[src/rtl/pc_pkg.sv]
// rtl/pc_pkg.sv - FSM state encoding and default parameters for the PC unit
package pc_pkg;

  localparam int unsigned PC_WIDTH_DEF      = 16;
  localparam int unsigned PC_STEP_DEF       = 2;
  localparam int unsigned PC_RESET_DEF      = 0;
  localparam int unsigned PC_HIST_DEPTH_DEF = 3;

  typedef enum logic [1:0] {
    ST_RUN    = 2'd0,
    ST_REDIR  = 2'd1,
    ST_HALTED = 2'd2
  } pc_state_e;

endpackage

[src/rtl/pc_hist_shift.sv]
// rtl/pc_hist_shift.sv - previous-PC history shift register, entry 0 newest
module pc_hist_shift
  import pc_pkg::*;
#(
  parameter int unsigned      WIDTH      = PC_WIDTH_DEF,
  parameter int unsigned      HIST_DEPTH = PC_HIST_DEPTH_DEF,
  parameter logic [WIDTH-1:0] RESET_VAL  = WIDTH'(PC_RESET_DEF)
) (
  input  logic                        clk,
  input  logic                        rst_n,
  input  logic                        shift_en,
  input  logic [WIDTH-1:0]            din,
  output logic [HIST_DEPTH*WIDTH-1:0] hist_o
);

  logic [WIDTH-1:0] hist_q [HIST_DEPTH];
  logic [WIDTH-1:0] hist_d [HIST_DEPTH];

  always_comb begin
    hist_d = hist_q;
    if (shift_en) begin
      hist_d[0] = din;
      for (int k = 1; k < int'(HIST_DEPTH); k++) begin
        hist_d[k] = hist_q[k-1];
      end
    end
  end

  always_ff @(posedge clk or negedge rst_n) begin
    if (!rst_n) begin
      for (int k = 0; k < int'(HIST_DEPTH); k++) begin
        hist_q[k] <= RESET_VAL;
      end
    end else begin
      hist_q <= hist_d;
    end
  end

  for (genvar g = 0; g < int'(HIST_DEPTH); g++) begin : g_pack
    assign hist_o[g*WIDTH +: WIDTH] = hist_q[g];
  end

endmodule

[src/rtl/pc_unit.sv]
// rtl/pc_unit.sv - program counter with redirect/halt/stall FSM and PC history
// Define PC_ALIGN_CHK_EN to reject redirect targets not aligned to STEP.
module pc_unit
  import pc_pkg::*;
#(
  parameter int unsigned      WIDTH      = PC_WIDTH_DEF,
  parameter int unsigned      STEP       = PC_STEP_DEF,
  parameter logic [WIDTH-1:0] RESET_PC   = WIDTH'(PC_RESET_DEF),
  parameter int unsigned      HIST_DEPTH = PC_HIST_DEPTH_DEF
) (
  input  logic                        clk,
  input  logic                        rst_n,
  input  logic                        stall_i,
  input  logic                        redirect_i,
  input  logic [WIDTH-1:0]            redirect_pc_i,
  input  logic                        halt_i,
  input  logic                        resume_i,
  output logic [WIDTH-1:0]            pc_o,
  output logic [WIDTH-1:0]            pc_next_o,
  output logic                        pc_valid_o,
  output logic [1:0]                  state_o,
  output logic [HIST_DEPTH*WIDTH-1:0] hist_o,
  output logic                        misalign_o
);

  localparam logic [WIDTH-1:0] STEP_W = WIDTH'(STEP);

  pc_state_e        state_q, state_d;
  logic [WIDTH-1:0] pc_q, pc_d;
  logic             pc_valid_q, pc_valid_d;
  logic             shift_en;
  logic             bad_align;

  always_comb begin
    state_d  = state_q;
    pc_d     = pc_q;
    shift_en = 1'b0;
    case (state_q)
      ST_RUN, ST_REDIR: begin
        if (redirect_i) begin
          if (bad_align) begin
            state_d = ST_HALTED;
          end else begin
            pc_d     = redirect_pc_i;
            shift_en = 1'b1;
            state_d  = ST_REDIR;
          end
        end else if (halt_i) begin
          state_d = ST_HALTED;
        end else if (!stall_i) begin
          // REDIR spends exactly one unstalled cycle as a fetch bubble
          if (state_q == ST_RUN) begin
            pc_d     = pc_q + STEP_W;
            shift_en = 1'b1;
          end else begin
            state_d = ST_RUN;
          end
        end
      end
      ST_HALTED: begin
        if (redirect_i && !bad_align) begin
          pc_d     = redirect_pc_i;
          shift_en = 1'b1;
        end
        if (resume_i && !(redirect_i && bad_align)) begin
          state_d = ST_RUN;
        end
      end
      default: state_d = ST_RUN;
    endcase
    pc_valid_d = (state_d == ST_RUN);
  end

  always_ff @(posedge clk or negedge rst_n) begin
    if (!rst_n) begin
      state_q    <= ST_RUN;
      pc_q       <= RESET_PC;
      pc_valid_q <= 1'b1;
    end else begin
      state_q    <= state_d;
      pc_q       <= pc_d;
      pc_valid_q <= pc_valid_d;
    end
  end

`ifdef PC_ALIGN_CHK_EN
  localparam logic [WIDTH-1:0] ALIGN_MASK = WIDTH'(STEP - 1);

  logic misalign_q, misalign_d;

  assign bad_align  = |(redirect_pc_i & ALIGN_MASK);
  assign misalign_d = redirect_i && bad_align &&
                      (state_q inside {ST_RUN, ST_REDIR, ST_HALTED});

  always_ff @(posedge clk or negedge rst_n) begin
    if (!rst_n) begin
      misalign_q <= 1'b0;
    end else begin
      misalign_q <= misalign_d;
    end
  end

  assign misalign_o = misalign_q;
`else
  assign bad_align  = 1'b0;
  assign misalign_o = 1'b0;
`endif

  pc_hist_shift #(
    .WIDTH      (WIDTH),
    .HIST_DEPTH (HIST_DEPTH),
    .RESET_VAL  (RESET_PC)
  ) u_hist (
    .clk      (clk),
    .rst_n    (rst_n),
    .shift_en (shift_en),
    .din      (pc_q),
    .hist_o   (hist_o)
  );

  assign pc_o       = pc_q;
  assign pc_next_o  = pc_d;
  assign pc_valid_o = pc_valid_q;
  assign state_o    = state_q;

endmodule
[config.mk]
export PLATFORM = sky130hd
export DESIGN_NAME = pc_unit
export DESIGN_NICKNAME = d
export VERILOG_FILES = /design/src/rtl/pc_pkg.sv /design/src/rtl/pc_hist_shift.sv /design/src/rtl/pc_unit.sv
export SDC_FILE = /design/constraint.sdc
export NUM_CORES = 1
export LEC_CHECK = 0
export CAP_MARGIN = 10
export CORE_MARGIN = 2
export CORE_UTILIZATION = 45
export DETAILED_ROUTE_END_ITERATION = 8
export PLACE_DENSITY = 0.91
export SLEW_MARGIN = 20
export SYNTH_ARGS = -nofsm -noshare
export SYNTH_HDL_FRONTEND = slang
export SYNTH_SLANG_ARGS = --single-unit
[constraint.sdc]
create_clock -name clk -period 2.7 [get_ports clk]
set_input_delay 0.675 -clock clk [delete_from_list [all_inputs] [get_ports clk]]
set_output_delay 0.675 -clock clk [all_outputs]
set_load 0.005 [all_outputs]
==> results_dict.tcl, run 1 <==
set metrics [dict create \
    ys.flop_type "dfrtp_1" \
    vias 2732 \
    worstMarginPinSlew_ps 663 \
    cts_hold_buf 0 \
    drt-initial-drc-count 210 \
    antenna_cells 0 \
    fin_worst_hold_slack_ps 357 \
    ant_nets 0 \
    cp-start-kind "flop" \
    cts_tree "yes" \
    wl_per_cell_um 19.8 \
    cts_sinks 67 \
    initial_core_util_pct 46.5 \
    place.gp.congestion 0.794 \
    synth_most_common_cell "dfrtp_1" \
    path_delay_family "simple AND/OR/NAND/NOR gates" \
    utilization_pct 75.7 \
    num-fill-cells 389 \
    report.final.slew_viol_count 0 \
    place_area_um2 4270 \
    grt_max_degree 49 \
    syn_inst 229 \
    cp_num_buf_inv 3 \
    ys_warn_count 0 \
    grt-ovfl-total 0 \
    status "finished with violations" \
    cts_buffers 9 \
    avgSynthCellArea_um2 12.8 \
    dp_hpwl_um 5660 \
    synth-seq-area-share_pct 57.2 \
    endpoint_kind "output pin" \
    track_usage_pct 24.9 \
    port-buffer-count 104 \
    path_cells "nor4_4 -> and4_4 -> buf_6 -> buf_6 -> a31oi_4 -> a221oi_2 -> buf_2" \
    rows 29 \
    antenna_found_initial 0 \
    crit_fanout 5 \
    synth.net_count 252 \
    die_width_um 84.7 \
    drcViolationCount 0 \
    ir_drop_v 0.000517 \
    fin_worst_skew_ps 12.3 \
    grt_setup_unrepaired "true" \
    synth_area_um2 2930 \
    arrival_ps 2110 \
    dieArea_um2 7180 \
    cp.depth 7 \
    finish.instance_area_um2 4780 \
    p_leak_nw 2.07 \
    synth_top_area_share_pct 56.3 \
    crit_path_frequent_cell "buf_6" \
    relSlewSlack_pct 55.8 \
    r2r_cells 7 \
    drive_gt1_share_pct 43.5 \
    ctsRootBufferMaster "clkbuf_8" \
    cts_htree_levels 3 \
    core_um2 6310 \
    period_minus_slack_ps 2790 \
    final_net_count 415 \
    ys_top_cells_by_count "dfrtp_1 (66), mux2_2 (48), nand2_1 (15)" \
    worst_slack_ps -88.9 \
    clkSlewWorstSetupHoldPaths_ps 80 \
    via_per_inst 5.79 \
    powerDensity_nw_per_um2 770 \
    netlist-cell-type-count 43 \
    setup-violations-final 7 \
    grt_first_pass_wirelength_um 13800 \
    drt-total-wl_um 9340 \
    slowest_delay_ps 420 \
    drt-pass1-iter-count 5 \
    maxCapViolations 0 \
    violations "negative setup slack" \
    ys_ff_latch 67 \
    clkLatencyLatePin_ps 350 \
    synthTopCellsByArea "dfrtp_1 (56%), mux2_2 (18%), nand2_1 (1.9%), buf_4 (1.8%), mux2i_1 (1.4%)" \
    die_h_um 84.7 \
    clockBufferDepth 2 \
    crit_slowest_cell "dfrtp_1" \
    io_pins 106 \
    finalHoldViolations 0 \
    required_ps 2030 \
    grt_pass1_vias 2644 \
    hold_path.class "in2async" \
    min_period_over_period_pct 103 \
    async_flop_share_pct 100 \
    critPathKind "reg2out" \
    clock.fmax_mhz 359 \
    yosysTopAreaCell "dfrtp_1" \
    syn_to_final_growth_pct 63.0 \
    synth_edf_count 0 \
]
## timing repair
action,in CTS,in global routing
gates cloned,0,0
buffers inserted,17,13
pin swaps,19,13
gates resized for setup,91,27
endpoints found under the setup margin,16,16
## worst register-to-register path, delay by kind of cell, from the launching register on
family	cells	cell delay [ps]
buf+inv	4	640
flops	1	420
simple gates	2	390
mux	1	360
## sequential cells by signal, indices dropped and copies added (netlist names)
signal / cells
pc_o: 16
u_hist.hist_o: 48
pc_valid_o: 1
state_o: 2
## cell families (layout without fill, tap and decap cells)
| group | after synthesis | count (layout) | share of synthesized area [%] |
|---|---|---|---|
| AOI/OAI and AO/OA | 39 | 39 | 9.34 |
| xor gates and xnor gates | 2 | 2 | 0.597 |
| adders and majority gates | 1 | 1 | 0.426 |
| buffers and inverters | 16 | 182 | 3.07 |
| DFF | 67 | 67 | 57.2 |
| muxes | 52 | 52 | 19.8 |
| other | 1 | 1 | 0.128 |
| and+or+nand+nor | 51 | 51 | 9.47 |
## power breakdown
part / switching (mW) / internal (mW)
clock: 0.371 / 0.439
combinational: 0.488 / 0.897
sequential: 0.200 / 1.29
total: 1.06 / 2.62
## metal layers
| metal | part of all wire (%) | vias to the layer above | track usage (%) |
|---|---|---|---|
| met4 | 3.7 | 0 | 11.1 |
| met3 | 8.7 | 35 | 7.28 |
| met2 | 49 | 172 | 40.4 |
| met5 | 0 | - | 0 |
| met1 | 38 | 1352 | 30.9 |
| li1 | - | 1173 | - |
## metrics by stage
stage                     worst slack [ps]  setup TNS [ps]  power, mW  std cells
final                                -88.9            -287       3.68        472
after global routing                  -159            -821       3.86        472
after CTS                            -99.4            -223       3.62        461
after detailed placement              -855          -11030       2.78        430
after global placement                -773           -9850       2.72        430
after floorplan                        207               0       1.90        229
## cells in the final DEF, fill, tap and decap left out, types with 6 or more instances in the layout
cell type	instances
buf_6	11
clkdlybuf4s50_1	85
buf_2	13
clkbuf_8	10
nor2_1	6
dfrtp_1	66
mux2_2	48
buf_4	49
nand2_1	11
## area by class of cell
type                    count  area (um2)  share of cell area (%)
well taps                  77        96.3                    2.01
inverters                   3        11.3                   0.235
flip-flops and latches     67        1680                    35.1
multi-input cells         146        1330                    27.9
repair buffers            165        1480                    31.0
clock buffers              11         141                    2.96
clock inverters             3        40.0                   0.837
## worst paths after layout
kind                            slack, ps                            end                     startpoint
worst min register to register        500  u_hist.hist_o[40]$_DFFE_PN0P_  u_hist.hist_o[40]$_DFFE_PN0P_
worst max-delay path                  -90                  pc_next_o[11]           state_o[1]$_DFF_PN0_
worst max register to register        770  u_hist.hist_o[13]$_DFFE_PN0P_           state_o[1]$_DFF_PN0_
worst min-delay path                  360              pc_o[9]$_DFF_PN0_                          rst_n
max in group asynchronous            1690  u_hist.hist_o[43]$_DFFE_PN0P_                          rst_n
min in group clk                      500  u_hist.hist_o[40]$_DFFE_PN0P_  u_hist.hist_o[40]$_DFFE_PN0P_
Power figures use the tool's default switching activity.
==> run 2: changes to the inputs <==
PLACE_DENSITY = 0.9   (was 0.91)
SYNTH_HIERARCHICAL = 1   (was not set)
==> results_dict.tcl, run 2 <==
set metrics [dict create \
    syn_inst 229 \
    r2r_setup_slack_ps 800 \
    ys_ff_latch 67 \
    num-fill-cells 397 \
    largest_reg_flops 48 \
    cts_tree "yes" \
    synth_area_um2 3040 \
    avgSynthCellArea_um2 13.3 \
    drive_gt1_share_pct 42.0 \
    drcViolationCount 0 \
    period_minus_slack_ps 2690 \
    worstMarginPinSlew_ps 837 \
    synth_top_area_share_pct 54.4 \
    ant_nets 0 \
    path_cells "buf_2 -> and4b_4 -> and4_4 -> buf_6 -> a311oi_4 -> a211oi_2 -> buf_2" \
    synth_most_common_cell "dfrtp_1" \
    drt-initial-drc-count 77 \
    synth.net_count 252 \
    die_h_um 86.1 \
    drt-pass1-iter-count 4 \
    syn_to_final_growth_pct 59.6 \
    min_period_over_period_pct 99.7 \
    dp_hpwl_um 5530 \
    layout_common_cells "clkdlybuf4s50_1 (85), dfrtp_1 (66), buf_4 (44)" \
    critPathKind "in2out" \
    via_per_inst 5.49 \
    initial_core_util_pct 47.3 \
    cts_sinks 67 \
    endpoint_kind "output pin" \
    async_flop_share_pct 100 \
    place.gp.congestion 0.805 \
    setup-violations-final 0 \
    p_seq_share_pct 39.1 \
    synth-seq-area-share_pct 55.3 \
    r2r_cells 6 \
    switchingPower_mw 1.05 \
    synth_edf_count 0 \
    final_net_count 404 \
    synthTopCellsByArea "dfrtp_1 (54%), mux2_2 (11%), mux2_4 (9.9%), buf_6 (1.9%), nand2_1 (1.9%)" \
    maxCapViolations 0 \
    utilization_pct 75.5 \
    clkSlewWorstSetupHoldPaths_ps 70 \
    relSlewSlack_pct 44.2 \
    antenna_found_initial 0 \
    grt_pass1_vias 2528 \
    antenna_cells 0 \
    wl_per_cell_um 18.6 \
    totalPowerFinal_mw 3.83 \
    cts_htree_levels 3 \
    switching_share_pct 27.3 \
    path_delay_family "simple AND/OR/NAND/NOR gates" \
    cts_hold_buf 0 \
    r2r_end "u_hist/hist_o[33]$_DFFE_PN0P_" \
    setup-tns-final_ps 0 \
    clkPwrFrac_pct 24.5 \
    ys.flop_type "dfrtp_1" \
    crit_slowest_cell "and4b_4" \
    required_ps 2030 \
    clock.fmax_mhz 372 \
    ys_top_cells_by_count "dfrtp_1 (66), mux2_2 (29), mux2_4 (20)" \
    ys_warn_count 6 \
    core_um2 6420 \
    fin_worst_skew_ps 6.85 \
    clkLatencyLatePin_ps 330 \
    final_common_cell "clkdlybuf4s50_1" \
    arrival_ps 2020 \
    track_usage_pct 22.5 \
    crit_fanout 6 \
    p_leak_nw 2.11 \
    clockBufferDepth 2 \
    grt-ovfl-total 0 \
    ir_drop_v 0.000610 \
    combinationalPowerShare_pct 36.4 \
    hold_path.class "in2async" \
    cp.depth 7 \
    slowest_delay_ps 320 \
    report.final.slew_viol_count 0 \
    netlist-cell-type-count 44 \
    grt_setup_unrepaired "true" \
    dieArea_um2 7420 \
    r2r-start "state_o[1]$_DFF_PN0_" \
    crit_path_frequent_cell "buf_2" \
    grt_max_degree 68 \
    port-buffer-count 104 \
    powerDensity_nw_per_um2 791 \
    vias 2543 \
    io_pins 106 \
    grt_first_pass_wirelength_um 13000 \
    drt-total-wl_um 8620 \
    ctsRootBufferMaster "clkbuf_8" \
    status "finished clean" \
    yosysTopAreaCell "dfrtp_1" \
    rows 29 \
    cts_buffers 9 \
    cp-start-kind "input pin" \
    die_width_um 86.1 \
    cp_num_buf_inv 3 \
    p_int_mw 2.78 \
    finalHoldViolations 0 \
]
-- run 2: cell types whose count changed in the layout (fill, tap and decap cells not counted), sizes merged, moves of 2 or more --
cell	before	now
buf	75	62
clkdlybuf4s15	1	4
a31oi	3	1
mux2i	4	2
nand2b	4	6
-- run 2: worst reg2reg max path, stage by stage (launching register included) --
cell	delay, ps
dfrtp_1	430
nor4_4	300
buf_6	180
buf_4	120
nand2b_2	210
buf_12	190
mux2_2	360
-- run 2: what timing repair did --
item | 4_1_cts | 5_1_grt
resized for setup | 82 | 19
endpoints found under the setup margin | 16 | 16
gates cloned | 0 | 0
setup buffers | 14 | 8
pin swaps | 12 | 5
-- run 2: worst max-delay path by stage --
stage                              start             to  slack [ps]
floorplan                     redirect_i  pc_next_o[13]         320
global placement              redirect_i  pc_next_o[11]        -670
detailed placement            redirect_i  pc_next_o[13]        -750
CTS                               halt_i  pc_next_o[11]         -10
global route        state_o[0]$_DFF_PN0_   pc_next_o[0]         -60
finish                        redirect_i   pc_next_o[9]           9
-- run 2: cells by family after synthesis --
group	share of synthesized area (%)
flops	55.3
simple gates	9.69
mux	21.3
compound gates	9.03
buf+inv	3.59
xor+xnor	0.577
fa+ha+maj	0.412
other cells	0.124
-- run 2: cell type report --
cell class	instances	area, um2	share of cell area [%]
clock buffer	12	155	3.20
sequential	67	1680	34.6
multi-input combinational	146	1420	29.3
timing repair buffer	155	1420	29.3
inverter	2	7.51	0.155
tap	77	96.3	1.99
clock inverter	4	72.6	1.50
-- run 2: power groups by stage --
stage | clock network [mW] | logic [mW] | registers, mW
after floorplan | 0 | 0.454 | 1.52
after global placement | 0 | 1.30 | 1.49
after detailed placement | 0 | 1.34 | 1.51
after CTS | 0.952 | 1.36 | 1.50
after global routing | 1.02 | 1.48 | 1.54
final | 0.941 | 1.39 | 1.50
-- run 2: routing by layer --
layer	vias to the layer above	wire [um]	part of all wire, %	track usage [%]
li1	1145	-	-	-
met1	1245	3470	40	28.7
met2	126	4300	50	36.4
met3	27	554	6.4	6.64
met4	0	293	3.4	8.23
met5	-	0	0	0
-- run 2: stage by stage --
stage | area, um2 | cells | setup slack [ps] | hold WS (ps)
after global placement | 4330 | 425 | -675 | 489
after detailed placement | 4330 | 425 | -753 | 497
final | 4850 | 463 | 8.84 | 443
after global routing | 4850 | 463 | -57.2 | 510
after floorplan | 3040 | 229 | 319 | 379
after CTS | 4720 | 455 | -12.2 | 470
==> run 3: changes to the inputs <==
CORE_UTILIZATION = 60   (was 45)
DONT_BUFFER_PORTS = 1   (was not set)
PLACE_DENSITY = 0.86   (was 0.9)
clock period = 3 ns   (was 2.7 ns; I/O delays follow)
==> results_dict.tcl, run 3 (synthesized netlist as in run 2, its figures left out) <==
set metrics [dict create \
    cts_sinks 67 \
    initial_core_util_pct 63.4 \
    cts_htree_levels 3 \
    min_period_over_period_pct 93.8 \
    largest_reg_flops 48 \
    dp_hpwl_um 4340 \
    drive_gt1_share_pct 31.6 \
    via_per_inst 6.25 \
    place_ws_ps 220 \
    dieArea_um2 5640 \
    worstMarginPinSlew_ps 573 \
    grt_first_pass_wirelength_um 9800 \
    die_width_um 75.1 \
    crit_fanout 10 \
    grt-ovfl-total 0 \
    vias 1899 \
    grt_setup_unrepaired "false" \
    ir_drop_v 0.000405 \
    drt-total-wl_um 6310 \
    track_usage_pct 23.9 \
    layout_common_cells "dfrtp_1 (66), mux2_2 (29), mux2_4 (20)" \
    finalHoldViolations 0 \
    drt-initial-drc-count 72 \
    drt-pass1-iter-count 4 \
    final_common_cell "dfrtp_1" \
    rows 25 \
    grt_max_degree 68 \
    antenna_found_initial 0 \
    clock.fmax_mhz 355 \
    p_leak_nw 1.41 \
    clkSlewWorstSetupHoldPaths_ps 70 \
    grt_pass1_vias 1934 \
    io_pins 106 \
    worst_slack_ps 185 \
    setup-tns-final_ps 0 \
    cts_buffers 9 \
    cp-start-kind "flop" \
    antenna_cells 0 \
    final_net_count 255 \
    die_h_um 75.1 \
    wl_per_cell_um 20.8 \
    cts_tree "yes" \
    required_ps 2250 \
    endpoint_kind "output pin" \
    placedCellCount 288 \
    ant_nets 0 \
    stdcell_count 304 \
    post-cts-setup-buffers 0 \
    fin_worst_hold_slack_ps 95.9 \
    status "finished clean" \
    clockBufferDepth 2 \
    critPathKind "reg2out" \
    report.final.slew_viol_count 0 \
    hold_path.class "in2async" \
    maxCapViolations 0 \
    port-buffer-count 0 \
    place.gp.congestion 0.802 \
    powerDensity_nw_per_um2 793 \
    ctsRootBufferMaster "clkbuf_8" \
    arrival_ps 2070 \
    setup-violations-final 0 \
    fin_worst_skew_ps 11.7 \
    period_minus_slack_ps 2820 \
    clkLatencyLatePin_ps 340 \
    relSlewSlack_pct 61.2 \
    core_um2 4790 \
    drcViolationCount 0 \
    syn_to_final_growth_pct 8.08 \
]
## run 3: cell count changes in the layout (fill, tap and decap cells not counted), sizes merged
cell | previous run | this run
clkdlybuf4s50 | 85 | 0
buf | 62 | 6
clkbuf | 15 | 11
clkdlybuf4s15 | 4 | 0
clkinv | 1 | 4
bufinv | 2 | 1
clkinvlp | 1 | 0
dlygate4sd2 | 1 | 0
## run 3: per-layer routing
layer  vias up  track usage (%)  routed length (um)
met2       100             36.9                3140
li1        851                -                   -
met1       941             29.7                2560
met3         7             10.2                 542
met4         0             9.33                  65
met5         -                0                   0
## run 3: critical path: stages, from the launching register on
cell      delay [ps]
dfrtp_1          490
and4b_4          300
and4_1           420
a311oi_1         180
a211oi_2         330
## run 3: per-stage QoR
| step | instance area [um2] | total power [mW] | util (%) |
|---|---|---|---|
| 2_1_floorplan | 3040 | 1.77 | - |
| 3_3_place_gp | 3090 | 1.89 | 64.6 |
| 3_5_place_dp | 3090 | 1.92 | 64.6 |
| 4_1_cts | 3280 | 2.64 | 68.4 |
| 5_1_grt | 3280 | 2.76 | 68.5 |
| 6_report | 3280 | 2.60 | 68.5 |
## run 3: repair_timing
action | CTS | global route
endpoints found under the setup margin | 0 | 1
hold buffers | 0 | 0
resized for setup | 0 | 1
## run 3: worst paths after layout
path / from / endpoint / slack (ps) / cells after the start
worst max-delay path: pc_o[4]$_DFF_PN0_ / pc_next_o[13] / 180 / 4
worst min-delay path: rst_n / pc_o[10]$_DFF_PN0_ / 100 / 0
worst max register to register: state_o[0]$_DFF_PN0_ / u_hist/hist_o[23]$_DFFE_PN0P_ / 1120 / 5
worst min register to register: u_hist/hist_o[38]$_DFFE_PN0P_ / u_hist/hist_o[38]$_DFFE_PN0P_ / 540 / 1
max in group asynchronous: rst_n / pc_valid_o$_DFF_PN1_ / 2740 / 0
min in group clk: redirect_i / state_o[1]$_DFF_PN0_ / 520 / 1
## run 3: layout make-up
type                            instances  area [um2]
Tap cell                               67        83.8
Sequential cell                        67        1680
Clock buffer                           11         131
Fill cell                             371        1510
Clock inverter                          5        53.8
Inverter                                2        7.51
Timing Repair Buffer                    6        70.1
Multi-Input combinational cell        146        1260
## run 3: power by group
group | switching [mW] | internal, mW | leakage, nW
sequential | 0.270 | 1.16 | 0.787
clock | 0.320 | 0.381 | 0.0971
combinational | 0.177 | 0.292 | 0.522
total | 0.767 | 1.83 | 1.41
